<file path="src/rtl/mc_control_fsm.sv">
//------------------------------------------------------------------------------
// Module      : mc_control_fsm
// Description : Control sequencer for a multicycle MIPS datapath with a shared
//               ALU and a shared memory. It decodes opcode/funct, drives one
//               control-state per cycle, stalls memory states until mem_ready
//               and counts retired instructions.
// Ports       : ck          clock, rising edge
//               rt          asynchronous active-low reset; also gates outputs
//               opcode[5:0] instr[31:26] from the instruction register
//               funct[5:0]  instr[5:0] from the instruction register
//               mem_ready   memory ack (read data valid / write done)
//               mem_req, MemWrite, IorD, IRWrite, RegDst, MemtoReg, ALUSrcA,
//               RegWrite, PCWrite, Branch            1-bit datapath controls
//               ALUSrcB[1:0] 00 B, 01 +4, 10 signext, 11 signext<<2
//               PCSrc[1:0]   00 ALU result, 01 ALUout, 10 jump target
//               ALUcontrole[2:0] 010 add, 110 sub, 000 and, 001 or, 111 slt
//               illegal     one-cycle pulse on unsupported opcode/funct
//               retired[CNT_W-1:0] retired-instruction count (wraps)
// Config      : ADDI_EN  when defined, opcode 001000 (addi) is executed;
//               otherwise it is reported as illegal.
// Revision    : 1.0  initial release
//------------------------------------------------------------------------------
`default_nettype none

module mc_control_fsm #(
  parameter int CNT_W = 16
) (
  input  logic             ck,
  input  logic             rt,
  input  logic [5:0]       opcode,
  input  logic [5:0]       funct,
  input  logic             mem_ready,
  output logic             mem_req,
  output logic             MemWrite,
  output logic             IorD,
  output logic             IRWrite,
  output logic             RegDst,
  output logic             MemtoReg,
  output logic             ALUSrcA,
  output logic             RegWrite,
  output logic             PCWrite,
  output logic             Branch,
  output logic [1:0]       ALUSrcB,
  output logic [1:0]       PCSrc,
  output logic [2:0]       ALUcontrole,
  output logic             illegal,
  output logic [CNT_W-1:0] retired
);

  // Opcodes
  localparam logic [5:0] c_OP_R    = 6'b000000;
  localparam logic [5:0] c_OP_J    = 6'b000010;
  localparam logic [5:0] c_OP_BEQ  = 6'b000100;
  localparam logic [5:0] c_OP_LW   = 6'b100011;
  localparam logic [5:0] c_OP_SW   = 6'b101011;
`ifdef ADDI_EN
  localparam logic [5:0] c_OP_ADDI = 6'b001000;
`endif

  // R-type function codes
  localparam logic [5:0] c_FN_ADD  = 6'b100000;
  localparam logic [5:0] c_FN_SUB  = 6'b100010;
  localparam logic [5:0] c_FN_AND  = 6'b100100;
  localparam logic [5:0] c_FN_OR   = 6'b100101;
  localparam logic [5:0] c_FN_SLT  = 6'b101010;

  // ALU operation codes
  localparam logic [2:0] c_ALU_ADD = 3'b010;
  localparam logic [2:0] c_ALU_SUB = 3'b110;
  localparam logic [2:0] c_ALU_AND = 3'b000;
  localparam logic [2:0] c_ALU_OR  = 3'b001;
  localparam logic [2:0] c_ALU_SLT = 3'b111;

  typedef enum logic [3:0] {
    S_FETCH  = 4'd0,
    S_DECODE = 4'd1,
    S_MEMADR = 4'd2,
    S_MEMRD  = 4'd3,
    S_MEMWB  = 4'd4,
    S_MEMWR  = 4'd5,
    S_REXEC  = 4'd6,
    S_ALUWB  = 4'd7,
    S_BEQEX  = 4'd8,
    S_JEX    = 4'd9,
    S_ADDIEX = 4'd10,
    S_ADDIWB = 4'd11
  } state_t;

  state_t           state_q, state_d;
  logic [CNT_W-1:0] retired_q, retired_d;

  // Decode helpers
  logic             w_op_legal;
  state_t           w_op_next;
  logic             w_fn_legal;
  logic [2:0]       w_fn_alu;
  logic             w_retire;

  // Ungated control decodes
  logic             w_mem_req, w_memwrite, w_iord, w_irwrite, w_regdst;
  logic             w_memtoreg, w_alusrca, w_regwrite, w_pcwrite, w_branch;
  logic [1:0]       w_alusrcb, w_pcsrc;
  logic [2:0]       w_aluctl;
  logic             w_illegal;

  //--------------------------------------------------------------------------
  // Opcode decode: successor of DECODE and legality of the opcode.
  //--------------------------------------------------------------------------
  always_comb begin
    w_op_legal = 1'b1;
    w_op_next  = S_FETCH;
    case (opcode)
      c_OP_LW,
      c_OP_SW:   w_op_next = S_MEMADR;
      c_OP_R:    w_op_next = S_REXEC;
      c_OP_BEQ:  w_op_next = S_BEQEX;
      c_OP_J:    w_op_next = S_JEX;
`ifdef ADDI_EN
      c_OP_ADDI: w_op_next = S_ADDIEX;
`endif
      default:   w_op_legal = 1'b0;
    endcase
  end

  //--------------------------------------------------------------------------
  // Funct decode for R-type execution.
  //--------------------------------------------------------------------------
  always_comb begin
    w_fn_legal = 1'b1;
    w_fn_alu   = c_ALU_AND;
    case (funct)
      c_FN_ADD: w_fn_alu = c_ALU_ADD;
      c_FN_SUB: w_fn_alu = c_ALU_SUB;
      c_FN_AND: w_fn_alu = c_ALU_AND;
      c_FN_OR:  w_fn_alu = c_ALU_OR;
      c_FN_SLT: w_fn_alu = c_ALU_SLT;
      default:  w_fn_legal = 1'b0;
    endcase
  end

  //--------------------------------------------------------------------------
  // Next-state logic. w_retire marks the final cycle of a legal instruction.
  //--------------------------------------------------------------------------
  always_comb begin
    state_d  = state_q;
    w_retire = 1'b0;
    case (state_q)
      S_FETCH:  if (mem_ready) state_d = S_DECODE;
      S_DECODE: state_d = w_op_legal ? w_op_next : S_FETCH;
      // Only lw/sw reach MEMADR, so the store opcode alone selects the path.
      S_MEMADR: state_d = (opcode == c_OP_SW) ? S_MEMWR : S_MEMRD;
      S_MEMRD:  if (mem_ready) state_d = S_MEMWB;
      S_MEMWB: begin
        state_d  = S_FETCH;
        w_retire = 1'b1;
      end
      S_MEMWR: begin
        if (mem_ready) begin
          state_d  = S_FETCH;
          w_retire = 1'b1;
        end
      end
      S_REXEC:  state_d = w_fn_legal ? S_ALUWB : S_FETCH;
      S_ALUWB,
      S_BEQEX,
      S_JEX,
      S_ADDIWB: begin
        state_d  = S_FETCH;
        w_retire = 1'b1;
      end
      S_ADDIEX: state_d = S_ADDIWB;
      default:  state_d = S_FETCH;
    endcase
  end

  // Natural binary wrap gives the modulo-2**CNT_W behaviour.
  always_comb begin
    retired_d = retired_q;
    if (w_retire) retired_d = retired_q + CNT_W'(1);
  end

  //--------------------------------------------------------------------------
  // State and counter registers.
  //--------------------------------------------------------------------------
  always_ff @(posedge ck or negedge rt) begin
    if (!rt) begin
      state_q   <= S_FETCH;
      retired_q <= '0;
    end else begin
      state_q   <= state_d;
      retired_q <= retired_d;
    end
  end

  //--------------------------------------------------------------------------
  // Control decode. Moore on state, except the FETCH register enables, which
  // follow mem_ready so IR and PC load only in the acknowledged cycle, and the
  // illegal flag, which reflects the instruction field currently being decoded.
  // Kept combinational because both of those must act in the same cycle.
  //--------------------------------------------------------------------------
  always_comb begin
    w_mem_req  = 1'b0;
    w_memwrite = 1'b0;
    w_iord     = 1'b0;
    w_irwrite  = 1'b0;
    w_regdst   = 1'b0;
    w_memtoreg = 1'b0;
    w_alusrca  = 1'b0;
    w_regwrite = 1'b0;
    w_pcwrite  = 1'b0;
    w_branch   = 1'b0;
    w_alusrcb  = 2'b00;
    w_pcsrc    = 2'b00;
    w_aluctl   = c_ALU_AND;
    w_illegal  = 1'b0;
    case (state_q)
      S_FETCH: begin
        w_mem_req = 1'b1;
        w_alusrcb = 2'b01;
        w_aluctl  = c_ALU_ADD;
        w_irwrite = mem_ready;
        w_pcwrite = mem_ready;
      end
      S_DECODE: begin
        // Branch target is computed speculatively into ALUout.
        w_alusrcb = 2'b11;
        w_aluctl  = c_ALU_ADD;
        w_illegal = ~w_op_legal;
      end
      S_MEMADR,
      S_ADDIEX: begin
        w_alusrca = 1'b1;
        w_alusrcb = 2'b10;
        w_aluctl  = c_ALU_ADD;
      end
      S_MEMRD: begin
        w_mem_req = 1'b1;
        w_iord    = 1'b1;
      end
      S_MEMWB: begin
        w_memtoreg = 1'b1;
        w_regwrite = 1'b1;
      end
      S_MEMWR: begin
        w_mem_req  = 1'b1;
        w_iord     = 1'b1;
        w_memwrite = 1'b1;
      end
      S_REXEC: begin
        w_alusrca = 1'b1;
        w_aluctl  = w_fn_alu;
        w_illegal = ~w_fn_legal;
      end
      S_ALUWB: begin
        w_regdst   = 1'b1;
        w_regwrite = 1'b1;
      end
      S_BEQEX: begin
        w_alusrca = 1'b1;
        w_aluctl  = c_ALU_SUB;
        w_branch  = 1'b1;
        w_pcsrc   = 2'b01;
      end
      S_JEX: begin
        w_pcwrite = 1'b1;
        w_pcsrc   = 2'b10;
      end
      S_ADDIWB: begin
        w_regwrite = 1'b1;
      end
      default: begin
        w_mem_req = 1'b0;
      end
    endcase
  end

  //--------------------------------------------------------------------------
  // Output gating: while rt is low every control line is forced to 0 at once,
  // so a reset in the middle of a write cannot leave a partial strobe behind.
  //--------------------------------------------------------------------------
  assign mem_req     = rt & w_mem_req;
  assign MemWrite    = rt & w_memwrite;
  assign IorD        = rt & w_iord;
  assign IRWrite     = rt & w_irwrite;
  assign RegDst      = rt & w_regdst;
  assign MemtoReg    = rt & w_memtoreg;
  assign ALUSrcA     = rt & w_alusrca;
  assign RegWrite    = rt & w_regwrite;
  assign PCWrite     = rt & w_pcwrite;
  assign Branch      = rt & w_branch;
  assign ALUSrcB     = rt ? w_alusrcb : 2'b00;
  assign PCSrc       = rt ? w_pcsrc   : 2'b00;
  assign ALUcontrole = rt ? w_aluctl  : 3'b000;
  assign illegal     = rt & w_illegal;
  assign retired     = rt ? retired_q : '0;

endmodule

`default_nettype wire

</file>
<file path="config.mk">
export PLATFORM = sky130hd
export DESIGN_NAME = mc_control_fsm
export DESIGN_NICKNAME = d
export VERILOG_FILES = /design/src/rtl/mc_control_fsm.sv
export SDC_FILE = /design/constraint.sdc
export NUM_CORES = 1
export LEC_CHECK = 0
export BUFFER_PORTS_ARGS = -buffer_cell sky130_fd_sc_hd__buf_2
export CAP_MARGIN = 20
export CORE_ASPECT_RATIO = 1.1
export CORE_MARGIN = 10
export CORE_UTILIZATION = 45
export CTS_CLUSTER_DIAMETER = 50
export CTS_CLUSTER_SIZE = 24
export DETAILED_ROUTE_END_ITERATION = 6
export GPL_TIMING_DRIVEN = 0
export PLACE_DENSITY_LB_ADDON = 0.08
export SETUP_SLACK_MARGIN = 0.1
export SYNTH_ARGS = -nofsm -noshare
export SYNTH_HDL_FRONTEND = slang
export SYNTH_SLANG_ARGS = --single-unit
</file>
<file path="constraint.sdc">
create_clock -name ck -period 2.5 [get_ports ck]
set_clock_uncertainty 0.2 [all_clocks]
set_input_delay 0.375 -clock ck [delete_from_list [all_inputs] [get_ports ck]]
set_output_delay 0.375 -clock ck [all_outputs]
set_load 0.005 [all_outputs]
</file>
==> flow_metrics.py, run 1 <==
metrics = {
    "floorplan": {
        "die_y_um": 81.2,
        "core_area_sq_mm": 0.00330,
        "die_x_um": 75.6,
        "die-area_sq_mm": 0.00614,
        "num_io_pins": 49,
        "initial_core_util_pct": 46.4,
        "rows": 22,
    },
    "detailed_routing": {
        "post_drt_wl_per_cell_um": 16.7,
        "drtAntennaViolNets": 0,
        "wl_met1_um": 1690,
        "met3_length_um": 403,
        "post_drt_via_cell_ratio": 5.78,
        "highest_layer": "met4",
        "drc": 0,
        "dr_wl_met2_um": 2380,
        "dr.pass1.iters": 4,
        "wl_um": 4590,
        "first_iter_violations": 121,
        "vias": 1590,
    },
    "placement": {
        "hpwl_um": 3400,
        "numPortBuffers": 48,
        "place_ws_ns": -0.0242,
        "gp_congestion": 0.898,
    },
    "synth": {
        "synth_top_area_cell": "dfrtp_1",
        "syn_nets": 198,
        "syn_area_sq_mm": 0.00153,
        "synth-main-ff-cell": "dfrtp_1",
        "ys_ff_latch": 20,
        "synth_top_area_share_pct": 32.7,
        "ys_top_cells_by_area": "dfrtp_1, xor2_1, and2_1, nor2_1, nor4_1",
        "synth_commonest_cells": "dfrtp_1, and2_1, xor2_1, nor2_1, nand2_1",
        "synth_most_common_cell": "dfrtp_1",
        "yosysSeqAreaShare_pct": 32.7,
        "ys_warn_count": 0,
        "synth_edf_count": 0,
        "ys_types": 48,
        "avgSynthCellArea_sq_um": 8.42,
        "syn-instance-count": 182,
        "async_reset_ff_share_pct": 100,
    },
    "worst_setup_path": {
        "r2r_cells": 4,
        "slowest_delay_ns": 0.40,
        "end_kind": "primary output",
        "worst-path-max-fanout": 4,
        "critical_path.endpoint": "ALUcontrole[1]",
        "start_kind": "register",
        "critical_path_class": "reg -> out",
        "r2r_slack_ns": 0.48,
        "arrival_ns": 1.87,
        "cp_cell_sequence": "buf_6, nor2b_4, nand2_2, or3_4, o41ai_2, buf_2",
        "regToRegStartpoint": "state_q[1]",
        "slowest_stage": "dfrtp_1",
        "r2r_end": "retired_q[1]",
        "startpoint": "state_q[3]",
        "worst_ep_required_time_ns": 1.92,
    },
    "final_layout": {
        "layout-drive-gt1-share_pct": 32.6,
        "synthToLayoutAreaGrowth_pct": 26.6,
        "multiInputGateArea_sq_um": 997,
        "fin_nets": 257,
        "regArea_sq_um": 500,
        "n_fill_cell": 307,
        "diodes": 0,
    },
    "grt": {
        "grt_pass1_vias": 1639,
        "track_usage_pct": 15.1,
        "overflow": 0,
        "antenna_found_initial": 0,
        "grt_pass1_wl_um": 7490,
        "grt_max_degree": 21,
    },
    "timing": {
        "final-hold-violation-count": 0,
        "postLayoutSetupSlackWorst_ns": 0.0517,
        "fmax_mhz": 408,
        "worst_hold_slack_ns": 0.234,
        "rsz0062_at_grt": "yes",
        "post-route-min-period_ns": 2.45,
        "worstMarginPinSlew_ns": 0.893,
        "setup_viol": 0,
        "period_share_pct": 97.9,
        "slew_headroom_pct": 40.3,
        "maxSlewViolCount": 0,
        "tns_ns": 0,
    },
    "clock_tree": {
        "clockRootBuffer": "clkbuf_4",
        "tritoncts": "built",
        "h-tree-depth": 1,
        "clk_path_buf_depth": 2,
        "clk_latency_ns": 0.31,
        "cts_sinks": 20,
        "cts_buffers": 3,
        "clkTransAtPathRegs_ns": 0.11,
    },
    "power_and_ir_drop": {
        "pwr-share-comb_pct": 53.4,
        "peakVddDrop_v": 0.000368,
        "power.leakage_nw": 1.01,
        "p_clk_share_pct": 12.4,
        "power.internal_mw": 0.704,
        "cellPowerDensity_mw_per_mm2": 631,
        "power_switching_share_pct": 42.5,
        "seqPwrFrac_pct": 34.2,
        "p_sw_mw": 0.520,
    },
    "outcome": {
        "status": "finished clean",
    },
    "job": {
        "max_cap_violations": 0,
    },
    "min_path": {
        "min_path_type": "in -> reg",
    },
}
power groups by stage:
stage	Combinational, mW	Sequential, mW	Clock [mW]
2_1_floorplan	0.404	0.412	0
3_3_place_gp	0.591	0.419	0
3_5_place_dp	0.592	0.422	0
4_1_cts	0.621	0.417	0.155
5_1_grt	0.725	0.428	0.173
6_report	0.654	0.418	0.152
sequential cells by signal (all words and copies together), names as in the netlist:
name / flops
state_q: 4
retired_q: 16
worst max-delay path: cells and delay by family (launching register included):
kind | cells | cell delay [ns]
AND/OR/NAND/NOR | 3 | 0.56
flip-flops | 1 | 0.40
AO/OA/AOI/OAI | 1 | 0.32
buffers and inverters | 2 | 0.28
layer usage:
| layer | vias up | GRT usage, % |
|---|---|---|
| li1 | 765 | - |
| met5 | - | 0 |
| met1 | 746 | 16.1 |
| met2 | 65 | 28.1 |
| met4 | 0 | 6.32 |
| met3 | 14 | 2.68 |
cell usage in the layout, fill, tap and decap left out, types with 3 or more instances in the layout:
master	instances
inv_1	4
xor2_1	15
clkbuf_2	4
o21ai_0	3
and2_1	16
nand2b_1	3
buf_2	48
nor3_1	8
clkbuf_4	4
nor4_1	8
a21oi_1	5
nor2b_1	5
buf_4	7
xnor2_1	3
nor2_1	14
or3_1	3
nand3_1	8
and4_1	3
nand2_1	12
dfrtp_1	20
metrics by stage:
step                util (%)  instances  instance area [sq um]  power (mW)
CTS                     57.9        274                   1910        1.19
floorplan                  -        182                   1530       0.816
global placement        55.0        266                   1820        1.01
global route            58.8        275                   1940        1.33
finish                  58.8        275                   1940        1.22
detailed placement      55.0        266                   1820        1.01
final cells by class:
class                      count  area share (%)
multi-input combinational    147            51.4
inverter                       4           0.774
sequential                    20            25.8
buffer                        10            3.35
clock buffer                   3            1.16
tap                           36            2.32
timing repair buffer          55            15.2
cell families after synthesis:
logic type               count (synthesis)  synth area share (%)
multiplexers                             2                  1.47
adder cells (fa/ha/maj)                  1                 0.816
XOR/XNOR                                18                  10.3
flip-flops                              20                  32.7
AO/OA/AOI/OAI                           25                  11.6
buffers and inverters                   15                  4.24
AND/OR/NAND/NOR                        101                  38.9
worst min-delay path by stage:
stage	from	to	slack, ns	cells after the start
floorplan	rt	retired_q[0]	-0.12	0
detailed placement	rt	retired_q[12]	0.19	1
CTS	opcode[4]	state_q[0]	0.24	4
global placement	rt	retired_q[12]	0.18	1
finish	opcode[4]	state_q[0]	0.23	4
global route	opcode[4]	state_q[0]	0.25	4
timing repair:
action,CTS,global route
pin swaps,2,3
hold endpoints to repair,20,0
buffers inserted,4,2
resized for setup,8,11
hold buffers,1,0
setup endpoints to repair,4,9
Note: power is estimated with default switching activity, not from simulation.
==> inputs of run 2 (changes only) <==
--- a/config.mk
+++ b/config.mk
@@ -9,7 +9,7 @@
 export CAP_MARGIN = 20
 export CORE_ASPECT_RATIO = 1.1
 export CORE_MARGIN = 10
-export CORE_UTILIZATION = 45
+export CORE_UTILIZATION = 30
 export CTS_CLUSTER_DIAMETER = 50
 export CTS_CLUSTER_SIZE = 24
 export DETAILED_ROUTE_END_ITERATION = 6
==> flow_metrics.py, run 2 (synthesis gave the netlist of run 1 again) <==
metrics = {
    "power_and_ir_drop": {
        "power.leakage_nw": 1.03,
        "cellPowerDensity_mw_per_mm2": 661,
        "power_mw": 1.33,
        "peakVddDrop_v": 0.000329,
    },
    "worst_setup_path": {
        "start_kind": "register",
        "worst-path-max-fanout": 2,
        "worst_ep_required_time_ns": 1.92,
        "r2r_end": "retired_q[1]",
        "regToRegStartpoint": "state_q[1]",
        "critical_path.endpoint": "ALUcontrole[1]",
        "critPathBufInv": 2,
        "r2r_slack_ns": 0.47,
        "cp.depth": 6,
        "slowest_delay_ns": 0.38,
        "cp_top_family": "simple AND/OR/NAND/NOR gates",
        "end_kind": "primary output",
        "cp_cell_sequence": "buf_6, nor2b_4, nand2_4, or3_4, o41ai_2, buf_2",
        "arrival_ns": 1.72,
        "startpoint": "state_q[3]",
        "r2r_cells": 4,
        "slowest_stage": "dfrtp_1",
        "critical_path_class": "reg -> out",
    },
    "floorplan": {
        "initial_core_util_pct": 30.9,
        "rows": 27,
        "die_x_um": 88.2,
        "core_area_sq_mm": 0.00497,
        "die-area_sq_mm": 0.00837,
        "num_io_pins": 49,
        "die_y_um": 95.0,
    },
    "detailed_routing": {
        "wl_um": 4680,
        "vias": 1557,
        "first_iter_violations": 59,
        "dr.pass1.iters": 4,
        "drc": 0,
        "post_drt_via_cell_ratio": 5.21,
        "drtAntennaViolNets": 0,
        "post_drt_wl_per_cell_um": 15.6,
    },
    "timing": {
        "rsz0062_at_grt": "no",
        "worst_hold_slack_ns": 0.268,
        "setup_viol": 0,
        "maxSlewViolCount": 0,
        "slew_headroom_pct": 37.8,
        "fmax_mhz": 435,
        "post-route-min-period_ns": 2.30,
        "period_share_pct": 92.0,
        "final-hold-violation-count": 0,
        "worstMarginPinSlew_ns": 0.929,
    },
    "clock_tree": {
        "cts_buffers": 3,
        "clk_latency_ns": 0.26,
        "cts_sinks": 20,
        "clk_path_buf_depth": 2,
        "clkTransAtPathRegs_ns": 0.08,
        "tritoncts": "built",
        "clockRootBuffer": "clkbuf_8",
        "h-tree-depth": 1,
    },
    "final_layout": {
        "diodes": 0,
        "largestRegisters": "retired_q (16), state_q (4)",
        "fin_nets": 258,
        "final_cell_mix": "buf_2, dfrtp_1, and2_1, xor2_1, nor2_1",
        "layout-drive-gt1-share_pct": 32.8,
        "regArea_sq_um": 500,
        "largest_reg_flops": 16,
        "multiInputGateArea_sq_mm": 0.00100,
        "synthToLayoutAreaGrowth_pct": 31.4,
        "regMostFlops": "retired_q",
        "final_common_cell": "buf_2",
        "n_fill_cell": 528,
    },
    "grt": {
        "grt_pass1_wl_um": 7600,
        "track_usage_pct": 11.0,
        "grt_pass1_vias": 1574,
        "overflow": 0,
        "antenna_found_initial": 0,
        "grt_max_degree": 21,
    },
    "outcome": {
        "status": "finished clean",
    },
    "placement": {
        "gp_congestion": 0.796,
        "hpwl_um": 3410,
        "numPortBuffers": 48,
    },
    "min_path": {
        "min_path_type": "reg -> reg",
        "worstHoldStart": "retired_q[15]",
    },
    "job": {
        "max_cap_violations": 0,
    },
}
[run 2: changes by cell type in the layout (fill, tap and decap cells not counted), sizes merged]
cell    previous run  this run
clkbuf            10        11
buf               57        58
[run 2: layout make-up]
type	instances	area share, %
inverter	4	0.745
clock buffer	4	2.73
tap	58	3.60
buffer	10	3.17
sequential	20	24.8
multi-input combinational	147	49.8
timing repair buffer	56	15.2
[run 2: how the worst min path moves through the flow]
stage                    endpoint  slack [ns]  cells past startpoint
floorplan            retired_q[0]       -0.12                      0
global route        retired_q[15]        0.30                      1
CTS                 retired_q[15]        0.27                      1
global placement    retired_q[12]        0.21                      1
finish              retired_q[15]        0.27                      1
detailed placement  retired_q[12]        0.21                      1
[run 2: worst reg2reg max path: stages (launching register included)]
cell and delay [ns]:
dfrtp_1 0.36, clkbuf_4 0.19, or4b_1 0.62, nand4_4 0.21, mux2_1 0.34
[run 2: metrics by stage]
stage               cells  area (sq um)  setup TNS [ns]  utilization [%]  setup WS [ns]
global placement      288          1850         -0.0741             37.2        -0.0741
finish                299          2010               0             40.6          0.201
floorplan             182          1530               0                -          0.416
global route          299          2010               0             40.6          0.109
detailed placement    288          1850         -0.0733             37.2        -0.0733
CTS                   299          2000               0             40.3         0.0722
[run 2: what timing repair did]
action | CTS | global route
resized for setup | 11 | 8
setup buffers | 6 | 1
endpoints found under the hold margin | 20 | 0
pin swaps | 2 | 2
endpoints found under the setup margin | 2 | 7
gates cloned | 0 | 0
hold buffers | 1 | 0
[run 2: report_power, final]
part	internal, mW	total, mW	switching, mW
Combinational	0.279	0.664	0.385
Clock	0.140	0.248	0.108
Sequential	0.374	0.418	0.0437
Total	0.793	1.33	0.537
[run 2: metal layers]
layer	global-route usage, %	up-vias	wire, um
li1	-	767	-
met1	14.3	729	2040
met2	17.2	50	2230
met3	2.50	11	320
met4	4.06	0	88
met5	0	-	0
